--- config.mk ---
export PLATFORM = sky130hd
export DESIGN_NAME = monster_game_sequencer
export DESIGN_NICKNAME = d
export VERILOG_FILES = /design/src/rtl/monster_game_sequencer.sv
export SDC_FILE = /design/constraint.sdc
export NUM_CORES = 1
export LEC_CHECK = 0
export CAP_MARGIN = 25
export CORE_UTILIZATION = 65
export DETAILED_ROUTE_END_ITERATION = 16
export PLACE_DENSITY = 0.84
export REMOVE_ABC_BUFFERS = 1
export SETUP_SLACK_MARGIN = 0.5
export SYNTH_ARGS = -nofsm -noshare
export SYNTH_HDL_FRONTEND = slang
export SYNTH_SLANG_ARGS = --single-unit
--- constraint.sdc ---
create_clock -name clk -period 6.7 [get_ports clk]
set_input_delay 1.005 -clock clk [delete_from_list [all_inputs] [get_ports clk]]
set_output_delay 1.005 -clock clk [all_outputs]
set_load 0.05 [all_outputs]
--- src/rtl/monster_game_sequencer.sv ---
// Game sequencer for the 2-lane, 6-column monster picture shifter: paces the
// shift/ready pulses, picks new monsters, judges punches and keeps score/lives.
module monster_game_sequencer #(
  parameter logic [23:0] SHIFT_PERIOD = 24'd5_000_000,
  parameter logic [23:0] MIN_PERIOD   = 24'd1_000_000,
  parameter logic [23:0] SPEED_STEP   = 24'd500_000,
  parameter logic [3:0]  SPEEDUP_HITS = 4'd8,
  parameter logic [1:0]  START_LIVES  = 2'd3
) (
  input  logic       clk,
  input  logic       rst,
  input  logic       start_i,
  input  logic       punch_up_i,
  input  logic       punch_down_i,
  output logic [1:0] monster_num_o,
  output logic       shift_o,
  output logic       ready_o,
  output logic       gaming_o,
  output logic       gameover_o,
  output logic [7:0] score_o,
  output logic [1:0] lives_o
);

  typedef enum logic [1:0] {IDLE, READY, GAMING, OVER} state_e;

  state_e          state_q, state_d;
  logic [7:0]      lfsr_q, lfsr_d;
  logic [23:0]     tick_q, tick_d;
  logic [23:0]     period_q, period_d;
  logic [23:0]     active_q, active_d;
  logic [5:0][1:0] track_q, track_d;
  logic            up_done_q, up_done_d;
  logic            dn_done_q, dn_done_d;
  logic [7:0]      score_q, score_d;
  logic [1:0]      lives_q, lives_d;
  logic [3:0]      hit_cnt_q, hit_cnt_d;
  logic [2:0]      rdy_cnt_q, rdy_cnt_d;

  logic terminal, need_up, need_dn, up_left, dn_left, hit, miss, enter_ready;

  // period_q is what the next window will use; active_q times the current window.
  assign terminal    = (state_q == GAMING) && (tick_q == active_q - 24'd1);
  assign need_up     = ((track_q[0] == 2'd1) || (track_q[0] == 2'd2)) && !up_done_q;
  assign need_dn     = ((track_q[0] == 2'd2) || (track_q[0] == 2'd3)) && !dn_done_q;
  assign up_left     = need_up && !punch_up_i;
  assign dn_left     = need_dn && !punch_down_i;
  assign hit         = (state_q == GAMING) && (need_up || need_dn) && !(up_left || dn_left);
  assign miss        = terminal && (up_left || dn_left);
  assign enter_ready = ((state_q == IDLE) || (state_q == OVER)) && start_i;

  always_ff @(posedge clk or posedge rst) begin
    if (rst) state_q <= IDLE;
    else     state_q <= state_d;
  end

  always_comb begin
    state_d = state_q;
    case (state_q)
      IDLE:    if (start_i) state_d = READY;
      READY:   if (rdy_cnt_q == 3'd5) state_d = GAMING;
      GAMING:  if (miss && (lives_q == 2'd1)) state_d = OVER;
      OVER:    if (start_i) state_d = READY;
      default: state_d = IDLE;
    endcase
  end

  always_comb begin
    shift_o       = terminal;
    monster_num_o = terminal ? lfsr_q[1:0] : 2'd0;
    ready_o       = (state_q == READY);
    gaming_o      = (state_q == GAMING);
    gameover_o    = (state_q == OVER);
    score_o       = score_q;
    lives_o       = lives_q;
  end

  // A punch in the shift cycle still counts for the outgoing column-0 monster.
  always_comb begin
    lfsr_d    = {lfsr_q[6:0], lfsr_q[7] ^ lfsr_q[5] ^ lfsr_q[4] ^ lfsr_q[3]};
    rdy_cnt_d = (state_q == READY) ? rdy_cnt_q + 3'd1 : 3'd0;
    tick_d    = ((state_q == GAMING) && !terminal) ? tick_q + 24'd1 : 24'd0;
    period_d  = period_q;
    active_d  = active_q;
    track_d   = track_q;
    up_done_d = up_done_q;
    dn_done_d = dn_done_q;
    score_d   = score_q;
    lives_d   = lives_q;
    hit_cnt_d = hit_cnt_q;
    if (enter_ready) begin
      period_d  = SHIFT_PERIOD;
      active_d  = SHIFT_PERIOD;
      track_d   = '0;
      up_done_d = 1'b0;
      dn_done_d = 1'b0;
      score_d   = 8'd0;
      lives_d   = START_LIVES;
      hit_cnt_d = 4'd0;
    end else if (state_q == GAMING) begin
      up_done_d = up_done_q || punch_up_i;
      dn_done_d = dn_done_q || punch_down_i;
      if (hit) begin
        if (score_q != 8'hFF) score_d = score_q + 8'd1;
        if (hit_cnt_q == SPEEDUP_HITS - 4'd1) begin
          hit_cnt_d = 4'd0;
          period_d  = (period_q >= MIN_PERIOD + SPEED_STEP) ? period_q - SPEED_STEP : MIN_PERIOD;
        end else begin
          hit_cnt_d = hit_cnt_q + 4'd1;
        end
      end
      if (terminal) begin
        track_d   = {lfsr_q[1:0], track_q[5:1]};
        up_done_d = 1'b0;
        dn_done_d = 1'b0;
        active_d  = period_d;
        if (miss && (lives_q != 2'd0)) lives_d = lives_q - 2'd1;
      end
    end
  end

  always_ff @(posedge clk or posedge rst) begin
    if (rst) begin
      lfsr_q    <= 8'hA5;
      tick_q    <= 24'd0;
      period_q  <= SHIFT_PERIOD;
      active_q  <= SHIFT_PERIOD;
      track_q   <= '0;
      up_done_q <= 1'b0;
      dn_done_q <= 1'b0;
      score_q   <= 8'd0;
      lives_q   <= START_LIVES;
      hit_cnt_q <= 4'd0;
      rdy_cnt_q <= 3'd0;
    end else begin
      lfsr_q    <= lfsr_d;
      tick_q    <= tick_d;
      period_q  <= period_d;
      active_q  <= active_d;
      track_q   <= track_d;
      up_done_q <= up_done_d;
      dn_done_q <= dn_done_d;
      score_q   <= score_d;
      lives_q   <= lives_d;
      hit_cnt_q <= hit_cnt_d;
      rdy_cnt_q <= rdy_cnt_d;
    end
  end

endmodule

==> out/metrics.csv <==
metric,value,unit
arrival,4.93,ns
required,5.69,ns
hpwl,9.60,mm
synth_top_area_share,36.3,%
clock-sinks,113,
chipHeight,100,um
crit_type,reg -> out,
period_share,88.7,%
synth_flop_cell,dfrtp_1,
period_needed,5.94,ns
clk_pin_slew,0.06,ns
dr.pass1.iters,7,
areaGrowthSynthToFinish,12.1,%
cts_tree,yes,
maxSlewHeadroom,29.8,%
cts_root_buf,clkbuf_8,
first_iter_violations,355,
seq_area,2860,um2
status,finished clean,
rsz0062_at_grt,no,
grt_remaining_overflow,0,
synth_area_leaders,"dfrtp_1, dfstp_2, xor2_1, nor2_1, xnor2_1",
grt_pass1_vias,5018,
r2r_cells,11,
placedCellCount,787,
initial_core_util,67.6,%
r2r_slack,2.75,ns
grt_pass1_wl,24.2,mm
grtUsageTotal,31.3,%
setup_viol,0,
n_antenna_cell,0,
cp-start-kind,flip-flop,
synth.avg_cell_area,9.45,um2
rows,35,
timing.rr.start,active_q[0],
hold_viol,0,
power_density,253,nW/um2
min_path_type,reg -> reg,
netlist_instances,664,
drc,0,
cp-endpoint,shift_o,
avgRoutedWirePerCell,17.4,um
io_buffers,20,
fp.dieW,100,um
synth-seq-cells,113,
wl,14.3,mm
synth_async_sr_flop_share,100,%
vias,5009,
maxSlewViolCount,0,
ctsHoldBuffers,0,
rr_endpoint,lives_o[0],
final_cells,819,
max_slew.worst_pin.slew,1.05,ns
leakagePower,3.25,nW
max_freq,0.168,GHz
skew,0.00773,ns
multi_input_area,3190,um2
design_area,7030,um2
core-area,9280,um2
yosysSeqAreaShare,45.5,%
drive_above_1_share,10.9,%
fillers,657,
antenna_left,0,
vias_per_cell,6.12,
yosys_warnings,0,
ios,21,
peakVddDrop,0.000219,V
cts_htree_levels,4,
end_kind,output pin,
critPathLaunch,active_q[0],
maxCapViolations,0,
synth_area,6270,um2
clk_latency,0.53,ns
final_net_count,697,
die-area,10000,um2
clockBufferDepth,2,
place_congestion,0.952,
synth_enable_flop_cells,0,
grt_max_degree,68,
yosysMostFrequentCell,dfrtp_1,
placedInstanceArea,6500,um2
antenna_found_initial,0,
worstPathMaxFanout,53,
synth.distinct_cells,66,
numCtsBuffers,17,
setup_tns,0,ns
yosysTopAreaCell,dfrtp_1,
yosys-top-cells-count,"dfrtp_1, nor2_1, nand2_1",
-- final cells by class --
class                      instances  area share, %
clock buffer                      18           5.95
clock inverter                    14           1.55
inverter                          19           1.12
multi-input combinational        504           45.3
sequential                       113           40.6
tap                              129           2.30
timing repair buffer              22           3.13
-- layer usage --
layer / routed length (um) / vias up / track usage (%)
met3: 687 / 22 / 7.87
li1: - / 2350 / -
met4: 232 / 0 / 9.81
met2: 7110 / 133 / 51.5
met5: 0 / - / 0
met1: 6260 / 2504 / 40.7
-- placed cells by master (no fill, tap or decap), types with 5 or more instances in the layout --
cell / count
a21o_1: 26
a21oi_1: 33
and3_1: 31
clkbuf_16: 16
clkdlybuf4s50_1: 18
clkinvlp_4: 5
dfrtp_1: 91
dfstp_2: 22
ha_1: 15
inv_1: 17
nand2_1: 65
nand2b_1: 9
nand3_1: 22
nand4_1: 12
nor2_1: 79
nor3_1: 20
o21ai_0: 15
or2_2: 7
or3_1: 13
xnor2_1: 32
xor2_1: 42
-- cell families after synthesis --
kind of cell               Yosys count  synth area share, %
buffers and inverters               47                 3.67
adders and majority gates           15                 2.99
DFF                                113                 45.5
muxes                                3                0.479
xor gates and xnor gates            74                 10.3
and+or+nand+nor                    296                 24.4
AOI/OAI and AO/OA                  116                 12.6
-- critical path, cell delays in order, from the launching register on --
cell	delay, ns
dfrtp_1	0.41
inv_1	0.10
ha_1	0.30
or4b_1	0.68
o32ai_1	0.35
o21ai_0	0.15
nor4_1	0.32
nand4_1	0.18
or4_4	0.68
clkinv_4	0.35
clkdlybuf4s50_1	0.88
-- where the power goes --
part	switching [mW]	total [mW]	internal [mW]
sequential	0.0183	0.722	0.704
clock	0.338	0.795	0.457
combinational	0.196	0.260	0.0644
total	0.552	1.78	1.23
-- repair_timing --
action	CTS	global route
endpoints found under the setup margin	0	2
setup buffers	0	0
gates resized for setup	0	2
-- worst min-delay path by stage --
stage / start / endpoint / cells after the start
2_1_floorplan: lfsr_q[6] / lfsr_q[7] / 0
3_3_place_gp: lfsr_q[6] / lfsr_q[7] / 0
3_5_place_dp: lfsr_q[6] / lfsr_q[7] / 0
4_1_cts: lfsr_q[6] / lfsr_q[7] / 0
5_1_grt: lfsr_q[6] / lfsr_q[7] / 0
6_report: lfsr_q[6] / lfsr_q[7] / 0
-- through the flow --
step | utilization (%) | worst slack (ns) | hold WS [ns] | power [mW]
4_1_cts | 75.7 | 0.655 | 0.361 | 1.79
2_1_floorplan | - | 2.15 | 0.333 | 0.900
3_3_place_gp | 70.0 | 1.36 | 0.339 | 0.979
3_5_place_dp | 70.0 | 1.20 | 0.346 | 0.992
6_report | 75.7 | 0.760 | 0.364 | 1.78
5_1_grt | 75.7 | 0.553 | 0.372 | 1.85
-- registers in the layout (all words and copies together), names as in the netlist --
name / count
period_q: 24
state_q: 2
dn_done_q: 1
lives_o: 2
tick_q: 24
score_o: 8
rdy_cnt_q: 3
up_done_q: 1
track_q: 12
active_q: 24
hit_cnt_q: 4
lfsr_q: 8
No activity file was read; power rests on OpenSTA's default activity.
